<file path="config.mk">
export PLATFORM = sky130hd
export DESIGN_NAME = stream_argmax_one_hot
export DESIGN_NICKNAME = d
export VERILOG_FILES = /design/src/rtl/argmax_pkg.sv /design/src/rtl/fp16_gt.sv /design/src/rtl/stream_argmax_one_hot.sv
export SDC_FILE = /design/constraint.sdc
export NUM_CORES = 1
export LEC_CHECK = 0
export ABC_AREA = 1
export BUFFER_PORTS_ARGS = -buffer_cell sky130_fd_sc_hd__clkbuf_2
export CAP_MARGIN = 20
export CORE_MARGIN = 1
export CORE_UTILIZATION = 33
export DETAILED_ROUTE_END_ITERATION = 10
export PLACE_DENSITY = 0.5
export SYNTH_ARGS = -nofsm -noshare
export SYNTH_HDL_FRONTEND = slang
export SYNTH_SLANG_ARGS = --single-unit
export TNS_END_PERCENT = 100
</file>
<file path="constraint.sdc">
create_clock -name clk -period 3.28 [get_ports clk]
set_input_delay 0.328 -clock clk [delete_from_list [all_inputs] [get_ports clk]]
set_output_delay 0.328 -clock clk [all_outputs]
set_load 0.01 [all_outputs]
</file>
<file path="src/rtl/argmax_pkg.sv">
// Shared FP16 argmax types, constants and helpers.
// Optional build macro: ARGMAX_NAN_SKIP_EN (consumed by fp16_gt).
package argmax_pkg;

    localparam int unsigned FP16_W = 16;

    typedef logic [FP16_W-1:0] fp16_t;

    localparam fp16_t      FP16_POS_ZERO = 16'h0000;
    localparam fp16_t      FP16_NEG_ZERO = 16'h8000;
    localparam logic [4:0] FP16_EXP_MAX  = 5'h1F;

    typedef enum logic {ACCUM, HOLD} argmax_state_t;

    // NaN: all-ones exponent with a non-zero mantissa.
    function automatic logic is_nan(input fp16_t x);
        return (x[14:10] == FP16_EXP_MAX) && (x[9:0] != 10'h000);
    endfunction

    // Map sign-magnitude bits onto an unsigned key whose ordering matches
    // the FP16 compare rules; both zeros share one key so they tie.
    function automatic logic [FP16_W-1:0] fp16_order_key(input fp16_t x);
        logic [FP16_W-1:0] key;
        if ((x == FP16_POS_ZERO) || (x == FP16_NEG_ZERO)) begin
            key = 16'h8000;
        end else if (!x[15]) begin
            key = {1'b1, x[14:0]};
        end else begin
            key = {1'b0, ~x[14:0]};
        end
        return key;
    endfunction

endpackage

</file>
<file path="src/rtl/fp16_gt.sv">
// Combinational FP16 strict greater-than (a > b), bit-ordering only.
// Optional build macro: ARGMAX_NAN_SKIP_EN makes NaN lose to everything.
module fp16_gt
    import argmax_pkg::*;
(
    input  logic [15:0] a,
    input  logic [15:0] b,
    output logic        a_gt_b
);

    logic [15:0] a_key;
    logic [15:0] b_key;

    // Compare order keys, optionally forcing NaN to the bottom.
    always_comb begin
        a_gt_b = 1'b0;
        a_key  = fp16_order_key(a);
        b_key  = fp16_order_key(b);
`ifdef ARGMAX_NAN_SKIP_EN
        if (is_nan(a)) begin
            a_gt_b = 1'b0;
        end else if (is_nan(b)) begin
            a_gt_b = 1'b1;
        end else begin
            a_gt_b = (a_key > b_key);
        end
`else
        a_gt_b = (a_key > b_key);
`endif
    end

endmodule

</file>
<file path="src/rtl/stream_argmax_one_hot.sv">
// Streaming FP16 argmax: one logit per cycle in, one-hot/index/max out per
// N-element vector. Optional build macro: ARGMAX_NAN_SKIP_EN (see fp16_gt).
module stream_argmax_one_hot
    import argmax_pkg::*;
#(
    parameter int unsigned N     = 4,
    parameter int unsigned IDX_W = $clog2(N)
) (
    input  logic             clk,
    input  logic             rst,
    input  logic             in_valid,
    output logic             in_ready,
    input  logic [15:0]      in_data,
    output logic             out_valid,
    input  logic             out_ready,
    output logic [N-1:0]     out_onehot,
    output logic [IDX_W-1:0] out_index,
    output logic [15:0]      out_max
);

    argmax_state_t    state_q;
    logic [IDX_W-1:0] count_q;
    fp16_t            best_q;
    logic [IDX_W-1:0] best_idx_q;
    logic             in_ready_q;
    logic             out_valid_q;
    logic [N-1:0]     out_onehot_q;
    logic [IDX_W-1:0] out_index_q;
    fp16_t            out_max_q;

    logic             accept_c;
    logic             last_c;
    logic             new_gt_c;
    logic             take_c;
    fp16_t            best_d;
    logic [IDX_W-1:0] best_idx_d;
    logic [N-1:0]     onehot_d;

    fp16_gt u_gt (
        .a      (in_data),
        .b      (best_q),
        .a_gt_b (new_gt_c)
    );

    // Running winner including the element offered this cycle.
    always_comb begin
        accept_c   = in_valid && in_ready_q;
        last_c     = (count_q == IDX_W'(N - 1));
        take_c     = (count_q == '0) || new_gt_c;
        best_d     = take_c ? in_data : best_q;
        best_idx_d = take_c ? count_q : best_idx_q;
        onehot_d   = '0;
        for (int unsigned i = 0; i < N; i++) begin
            onehot_d[i] = (best_idx_d == IDX_W'(i));
        end
    end

    // Accumulate / hold FSM with registered handshake and result outputs.
    always_ff @(posedge clk) begin
        if (rst) begin
            state_q      <= ACCUM;
            count_q      <= '0;
            best_q       <= FP16_POS_ZERO;
            best_idx_q   <= '0;
            in_ready_q   <= 1'b1;
            out_valid_q  <= 1'b0;
            out_onehot_q <= '0;
            out_index_q  <= '0;
            out_max_q    <= FP16_POS_ZERO;
        end else begin
            case (state_q)
                ACCUM: begin
                    if (accept_c) begin
                        if (last_c) begin
                            state_q      <= HOLD;
                            count_q      <= '0;
                            in_ready_q   <= 1'b0;
                            out_valid_q  <= 1'b1;
                            out_onehot_q <= onehot_d;
                            out_index_q  <= best_idx_d;
                            out_max_q    <= best_d;
                        end else begin
                            count_q      <= count_q + IDX_W'(1);
                        end
                        best_q     <= best_d;
                        best_idx_q <= best_idx_d;
                    end
                end
                HOLD: begin
                    if (out_ready) begin
                        state_q      <= ACCUM;
                        in_ready_q   <= 1'b1;
                        out_valid_q  <= 1'b0;
                        out_onehot_q <= '0;
                    end
                end
            endcase
        end
    end

    assign in_ready   = in_ready_q;
    assign out_valid  = out_valid_q;
    assign out_onehot = out_onehot_q;
    assign out_index  = out_index_q;
    assign out_max    = out_max_q;

endmodule

</file>
==> metrics.md, run 1 <==
| Metric | Value |
|---|---|
| Run status | complete, no violations |
| Mapped Nets | 491 |
| Netlist cell types | 31 |
| IO Port Bufs | 43 |
| Yosys warning count | 0 |
| Number of fill cells in the layout | 955 |
| Cell-by-cell trace of the critical path | inv_1 > nand4_1 > nor4_2 > nand2_2 > buf_4 > o21ai_0 > ha_1 > nand2_1 > inv_1 > nand2_1 > nand2_1 > nand2_1 > nand2_1 > nand2_1 > nand2_1 > nand2_2 > nand2_4 > buf_12 > nand2_1 > nand2_1 > o21ai_0 > inv_1 |
| Maximum net fanout on the critical path | 20 |
| Total number of nets in the final design | 532 |
| Final total power | 1.53 mW |
| Total global routing overflow | 0 |
| Max capacitance violation total | 0 |
| Sinks on Clock Net | 45 |
| Type of the worst min-delay path | input port to flip-flop |
| Final-report setup violation count | 0 |
| Start point of the critical path | best_q[11] |
| Slowest library cell on the worst path | sky130_fd_sc_hd__nor4_2 |
| Worst-case clock skew | 1.92 ps |
| Layout Cells excl Fill | 599 |
| DP Cell Count | 586 |
| Power density over the cells | 448 mW/mm² |
| Max H-tree Level | 2 |
| Placed wire-length estimate | 5.53 mm |
| Total detailed-routing wirelength | 7.39 mm |
| Cell chosen for the clock root | sky130_fd_sc_hd__clkbuf_8 |
| Antenna violations before repair | 0 |
| Total leakage power | 1.78 nW |
| P&R area growth vs syn | 15.2% |
| Final Critical Period | 2950 ps |
| Cell with the most instances on the worst path | sky130_fd_sc_hd__nand2_1 |
| Starting DRC count in detailed routing | 119 |
| Cell area after synthesis | 0.00296 mm² |
| Capturing element type of the critical path | flip-flop |
| Cell with the most instances after synthesis | sky130_fd_sc_hd__nor2_1 |
| Post-detailed-route count of antenna-violating nets | 0 |
| Unrepaired setup endpoints after global routing | no |
| Final-report max-slew violation count | 0 |
| Row cnt | 34 |
| Pin count of the biggest net entering global routing | 41 |
| Final period utilization | 0.901 |
| Area of the core | 0.00868 mm² |
| IR Drop Worst-Case VDD | 0.186 mV |
| Clock latency of the later-clocked register in the worst-skew pair | 290 ps |
| Top_reg_cell synth | sky130_fd_sc_hd__dfxtp_1 |
| Number of enable-type register cells in the synthesized netlist | 0 |
| Portion of synthesized cell area occupied by the leading cell type | 0.305 |
| CTS tree | yes |
| Starting Density | 0.341 |
| Required @ worst endpoint | 3470 ps |
| Maximum achievable frequency | 339 MHz |
| Total count of hold-check failures in the final report | 0 |
| Tightest slew margin relative to the limit | 0.510 |
| Portion of the post-synthesis area used by sequential elements | 0.305 |
| Path depth of the worst reg2reg path | 22 |
| Worst R2R Setup Slack | 330 ps |
| First-pass GRT wire length | 12.7 mm |
| Clk buf depth | 2 |
| Average detailed-routed wire length per instance | 12.3 µm |
| Count of vias placed by the detailed router | 2,805 |
| Critical path class | flip-flop to flip-flop |
| Slew @ Worst Pin | 736 ps |
| Per-instance average area after synthesis | 6.58 µm² |
| Worst Hold Slack | 290 ps |
| Gp weighted congestion | 0.788 |
| Post-route DRC | 0 |
| Mapped Cells | 449 |
| Horizontal die dimension | 96.6 µm |
| Vias per cell | 4.68 |
| ANT cells | 0 |
| Startpoint type of the worst setup path | flip-flop |
| Total buffers and inverters traversed by the critical path | 5 |
| Worst Setup EP | best_idx_q[1] |
| Clock buffer count from CTS | 5 |
| Arrival time at the worst endpoint | 3140 ps |
| Family of cells with the greatest summed delay on the critical path | simple AND/OR/NAND/NOR gates |
| Aggregate global-route resource usage | 0.162 |
| Most instantiated cells after synthesis | sky130_fd_sc_hd__nor2_1 (77), sky130_fd_sc_hd__nand2_1 (69), sky130_fd_sc_hd__inv_1 (66) |
| FFs w/ async S/R, synth | 0 |
| Flip-flop and latch count after synthesis | 45 |
| Critical Path Max Stage Delay | 350 ps |
| Cell accounting for the most synthesized area | sky130_fd_sc_hd__dfxtp_1 |
| Hold Buf Count CTS | 0 |
| Ports placed on the boundary | 44 |
| Synth top area cells | sky130_fd_sc_hd__dfxtp_1 (30%), sky130_fd_sc_hd__nor2_1 (9.8%), sky130_fd_sc_hd__ha_1 (9.3%) |
| First drt pass iteration count | 5 |
| Layout cell share with drive strength beyond 1 | 0.181 |
| Die extent in y | 96.6 µm |
| Die ar. | 0.00934 mm² |
| Beginning of the worst register-to-register path | best_q[11] |
| WP depth | 22 |
| Clock-pin slew on the worst setup and hold paths | 80 ps |
| Reg2Reg Capture Point | best_idx_q[1] |
| Via count of the first global-routing pass | 2,600 |
-- cells by family after synthesis --
| kind of cell | Yosys count | synth area share |
|---|---|---|
| buf+inv | 91 | 0.128 |
| flops | 45 | 0.305 |
| fa+ha+maj | 22 | 0.0931 |
| compound gates | 107 | 0.204 |
| xor+xnor | 8 | 0.0237 |
| simple gates | 176 | 0.246 |
-- worst register-to-register path, stage by stage (launching register included) --
cell and delay, ps:
sky130_fd_sc_hd__dfxtp_1 320, sky130_fd_sc_hd__inv_1 130, sky130_fd_sc_hd__nand4_1 150, sky130_fd_sc_hd__nor4_2 350, sky130_fd_sc_hd__nand2_2 190, sky130_fd_sc_hd__buf_4 170
sky130_fd_sc_hd__o21ai_0 100, sky130_fd_sc_hd__ha_1 280, sky130_fd_sc_hd__nand2_1 80, sky130_fd_sc_hd__inv_1 40, sky130_fd_sc_hd__nand2_1 50, sky130_fd_sc_hd__nand2_1 50
sky130_fd_sc_hd__nand2_1 60, sky130_fd_sc_hd__nand2_1 40, sky130_fd_sc_hd__nand2_1 50, sky130_fd_sc_hd__nand2_1 50, sky130_fd_sc_hd__nand2_2 130, sky130_fd_sc_hd__nand2_4 70
sky130_fd_sc_hd__buf_12 160, sky130_fd_sc_hd__nand2_1 60, sky130_fd_sc_hd__nand2_1 90, sky130_fd_sc_hd__o21ai_0 180, sky130_fd_sc_hd__inv_1 50
-- layer usage --
metal  up-vias  global-route usage  part of all wire  wire (µm)
met5         -                   0                 0          0
met4         0              0.0413            0.0055         41
met3         2              0.0238             0.039        286
met2        51               0.248              0.44       3280
met1      1236               0.238              0.51       3780
li1       1516                   -                 -          -
-- state kept, by name, summed over array words and instances, names as in the netlist --
signal / flops
best_idx_q: 2
best_q: 16
count_q: 2
in_ready: 1
out_index: 2
out_max: 16
out_onehot: 4
out_valid: 1
state_q: 1
-- cell type report --
| cell class | instances | area [µm²] | area share |
|---|---|---|---|
| clock buffer | 7 | 96.3 | 0.0283 |
| inverter | 69 | 263 | 0.0771 |
| timing repair buffer | 55 | 318 | 0.0933 |
| tap | 108 | 135 | 0.0397 |
| multi-input combinational | 314 | 1690 | 0.496 |
| sequential | 45 | 901 | 0.265 |
| clock inverter | 1 | 5.00 | 0.00147 |
-- power breakdown --
group,internal [mW],total (mW),leakage (nW),switching (mW)
clock,0.191,0.376,0.0542,0.186
combinational,0.200,0.549,1.35,0.349
sequential,0.582,0.602,0.368,0.0201
-- through the flow --
stage | setup TNS (ps) | area [µm²] | setup WS [ps] | utilization
after floorplan | 0 | 2960 | 254 | -
after global placement | 0 | 3260 | 37.8 | 0.375
after detailed placement | -7.20 | 3260 | -4.09 | 0.375
after CTS | 0 | 3360 | 163 | 0.387
after global routing | 0 | 3410 | 26.2 | 0.392
final | 0 | 3410 | 326 | 0.392
-- worst min path at each step --
| stage | startpoint | to | slack, ps | depth (start not counted) |
|---|---|---|---|---|
| after floorplan | out_ready | in_ready | 470 | 2 |
| after global placement | out_onehot[2] | out_onehot[2] | 460 | 2 |
| after detailed placement | out_valid | out_valid | 460 | 2 |
| after CTS | out_ready | in_ready | 290 | 3 |
| after global routing | out_ready | in_ready | 320 | 3 |
| final | out_ready | in_ready | 290 | 3 |
-- placed cells by master, fill, tap and decap left out, types with 2 or more instances in the layout --
cell	count
sky130_fd_sc_hd__nand4_1	5
sky130_fd_sc_hd__dfxtp_1	45
sky130_fd_sc_hd__o21ai_1	23
sky130_fd_sc_hd__clkbuf_2	43
sky130_fd_sc_hd__nor2_1	77
sky130_fd_sc_hd__a21oi_1	36
sky130_fd_sc_hd__nand3_1	14
sky130_fd_sc_hd__o21ai_0	29
sky130_fd_sc_hd__xnor2_1	8
sky130_fd_sc_hd__buf_4	11
sky130_fd_sc_hd__ha_1	22
sky130_fd_sc_hd__o21ai_2	16
sky130_fd_sc_hd__inv_1	65
sky130_fd_sc_hd__clkbuf_8	7
sky130_fd_sc_hd__clkinv_1	2
sky130_fd_sc_hd__nand2_1	69
sky130_fd_sc_hd__nand2_2	3
sky130_fd_sc_hd__nor4_1	3
-- repair_timing --
action / CTS / global route
resized for setup: 0 / 3
setup endpoints to repair: 0 / 40
setup buffers: 0 / 4
(Power assumes the default switching activity.)
==> inputs of run 2 (changes only) <==
--- a/config.mk
+++ b/config.mk
@@ -12,7 +12,9 @@
 export CORE_UTILIZATION = 33
 export DETAILED_ROUTE_END_ITERATION = 10
 export PLACE_DENSITY = 0.5
+export SETUP_SLACK_MARGIN = 0.2
 export SYNTH_ARGS = -nofsm -noshare
 export SYNTH_HDL_FRONTEND = slang
+export SYNTH_HIERARCHICAL = 1
 export SYNTH_SLANG_ARGS = --single-unit
 export TNS_END_PERCENT = 100
==> run 2 against run 1 <==
  * Die area up 1.1%
  * Area after synthesis up 1.1%
  * Critical path depth down 1
  * Synthesized cell count down 9.6%
  * Sequential share of layout area down 0.55 points
  * Critical endpoint is now out_max[5]
  * Maximum frequency up 5.1%
  * Combinational power down 2%
  * First-iteration DRC count down 3.4%
  * Largest power group unchanged
  * Utilization up 0.55 points
==> metrics.md, run 2 <==
| Metric | Value |
|---|---|
| Tightest slew margin relative to the limit | 0.578 |
| Final period utilization | 0.857 |
| Final total power | 1.53 mW |
| Gp weighted congestion | 0.840 |
| Capturing element type of the critical path | flip-flop |
| Maximum achievable frequency | 356 MHz |
| Setup TNS Final | 0 ps |
| Cell with the most instances on the worst path | sky130_fd_sc_hd__nand2_1 |
| Row cnt | 34 |
| Critical Path Max Stage Delay | 370 ps |
| Netlist cell types | 26 |
| Slew @ Worst Pin | 633 ps |
| Starting Density | 0.341 |
| Layout cell share with drive strength beyond 1 | 0.230 |
| Placed wire-length estimate | 5.59 mm |
| FFs w/ async S/R, synth | 0 |
| Top_reg_cell synth | sky130_fd_sc_hd__dfxtp_1 |
| CTS tree | yes |
| Yosys warning count | 6 |
| Cell area after placement | 0.00326 mm² |
| Area of the core | 0.00876 mm² |
| Power density over the cells | 440 mW/mm² |
| Cell-by-cell trace of the critical path | inv_1 > ha_1 > o21ai_2 > nor4_4 > buf_4 > nand2_4 > nand2_1 > ha_1 > nand2_1 > nor2_2 > nand2_1 > nand2_1 > nand2_1 > a21oi_4 > inv_2 > nand2_4 > buf_4 > nand2_1 > nand2_1 > nand2_1 > nand2_1 |
| Antenna violations before repair | 0 |
| Worst-case clock skew | 8.82 ps |
| Mapped Cells | 406 |
| Flip-flop and latch count after synthesis | 45 |
| Family of cells with the greatest summed delay on the critical path | simple AND/OR/NAND/NOR gates |
| Die extent in y | 97.2 µm |
| Starting DRC count in detailed routing | 115 |
| Cell area after synthesis | 0.00299 mm² |
| Critical path class | flip-flop to flip-flop |
| First-pass GRT wire length | 12.6 mm |
| Die ar. | 0.00944 mm² |
| Hold Buf Count CTS | 0 |
| Worst R2R Setup Slack | 470 ps |
| Total leakage power | 1.68 nW |
| Required @ worst endpoint | 3530 ps |
| Final-report max-slew violation count | 0 |
| Count of vias placed by the detailed router | 2,747 |
| Maximum net fanout on the critical path | 7 |
| Total count of hold-check failures in the final report | 0 |
| Portion of synthesized cell area occupied by the leading cell type | 0.302 |
| IR Drop Worst-Case VDD | 0.163 mV |
| Run status | complete, no violations |
| P&R area growth vs syn | 16.7% |
| IO Port Bufs | 43 |
| Max capacitance violation total | 0 |
| Arrival time at the worst endpoint | 3060 ps |
| Unrepaired setup endpoints after global routing | no |
| Final Critical Period | 2810 ps |
| Pin count of the biggest net entering global routing | 38 |
| Cell with the most instances after synthesis | sky130_fd_sc_hd__nand2_1 |
| Number of fill cells in the layout | 925 |
| Post-detailed-route count of antenna-violating nets | 0 |
| Synth top area cells | sky130_fd_sc_hd__dfxtp_1 (30%), sky130_fd_sc_hd__nand2_1 (17%), sky130_fd_sc_hd__ha_1 (9.2%) |
| Number of enable-type register cells in the synthesized netlist | 0 |
| Portion of the post-synthesis area used by sequential elements | 0.302 |
| Horizontal die dimension | 97.2 µm |
| Total detailed-routing wirelength | 7.69 mm |
| Clock latency of the later-clocked register in the worst-skew pair | 300 ps |
| Per-instance average area after synthesis | 7.36 µm² |
| Type of the worst min-delay path | input port to flip-flop |
| Cell accounting for the most synthesized area | sky130_fd_sc_hd__dfxtp_1 |
| Average detailed-routed wire length per instance | 13.7 µm |
| Ports placed on the boundary | 44 |
| Final design area excluding fillers | 0.00349 mm² |
| Final design utilization | 0.398 |
| Commonest non-fill, non-tap cell in the layout | sky130_fd_sc_hd__nand2_1 |
| Total number of nets in the final design | 493 |
| Via count of the first global-routing pass | 2,643 |
| Vias per cell | 4.91 |
| Clock buffer count from CTS | 5 |
| Sinks on Clock Net | 45 |
| Post-route DRC | 0 |
| Aggregate global-route resource usage | 0.166 |
| Total buffers and inverters traversed by the critical path | 4 |
| Startpoint type of the worst setup path | flip-flop |
| First drt pass iteration count | 4 |
| Total global routing overflow | 0 |
| ANT cells | 0 |
| Most frequent cells in the layout | sky130_fd_sc_hd__nand2_1 (139), sky130_fd_sc_hd__dfxtp_1 (43), sky130_fd_sc_hd__clkbuf_2 (43) |
| Slowest library cell on the worst path | sky130_fd_sc_hd__dfxtp_2 |
| Clk buf depth | 2 |
| Clock-pin slew on the worst setup and hold paths | 90 ps |
| Cell chosen for the clock root | sky130_fd_sc_hd__clkbuf_8 |
| Most instantiated cells after synthesis | sky130_fd_sc_hd__nand2_1 (139), sky130_fd_sc_hd__dfxtp_1 (45), sky130_fd_sc_hd__nand3_1 (24) |
| Final-report setup violation count | 0 |
| Max H-tree Level | 2 |
| Mapped Nets | 448 |
==> run 2: changes by cell type after synthesis, sizes merged, moves of 10 or more <==
cell,delta
nand3,+10
xor2,+14
a31oi,+16
clkbuf,-10
nand2,+72
o21ai,-43
inv,-48
nor2,-60
==> run 2: metal layers <==
metal  vias up  part of all wire  track usage  routed length (µm)
met2        40              0.47        0.282                3600
met4         0            0.0086       0.0367                  66
met3         7             0.025       0.0309                 194
met5         -                 0            0                   0
li1       1428                 -            -                   -
met1      1272              0.50        0.217                3830
==> run 2: stage by stage <==
step	hold WS (ps)	worst slack (ps)	instances
final	272	469	560
after floorplan	472	214	406
after global routing	301	189	560
after global placement	460	241	543
after CTS	268	251	551
after detailed placement	456	181	543
==> run 2: what timing repair did <==
item                                    in CTS  in global routing
pin swaps                                    0                  6
endpoints found under the setup margin      11                 40
gates resized for setup                      1                 14
cloned                                       0                  3
buffers inserted                             0                  6
==> run 2: power breakdown <==
part | switching [mW] | internal [mW] | total (mW)
clock network | 0.192 | 0.191 | 0.383
logic | 0.321 | 0.219 | 0.540
registers | 0.0342 | 0.577 | 0.611
total | 0.547 | 0.987 | 1.53
==> run 2: path summary, 6_finish.rpt <==
kind,from,endpoint,cells past startpoint
worst min register to register,out_max[15],out_max[15],2
worst max-delay path,best_q[15],out_max[5],21
worst max register to register,best_q[15],out_max[5],21
worst min-delay path,out_ready,in_ready,3
==> run 2: final cells by class <==
class                   count  area, µm²  area share
repair buffers             57        362       0.104
flip-flops and latches     45        903       0.259
inverters                  19       71.3      0.0205
clock buffers               7       96.3      0.0276
multi-input cells         323       1910       0.549
clock inverters             1       5.00     0.00144
well taps                 108        135      0.0388
==> run 2: logic make-up after synthesis <==
group,share of synthesized area
simple gates,0.292
compound gates,0.154
flops,0.302
buf+inv,0.0787
xor+xnor,0.0821
fa+ha+maj,0.0921
==> run 2: worst min-delay path, stage by stage <==
cell and delay (ps):
sky130_fd_sc_hd__clkbuf_2 90, sky130_fd_sc_hd__nand2_1 60, sky130_fd_sc_hd__nand3_1 70
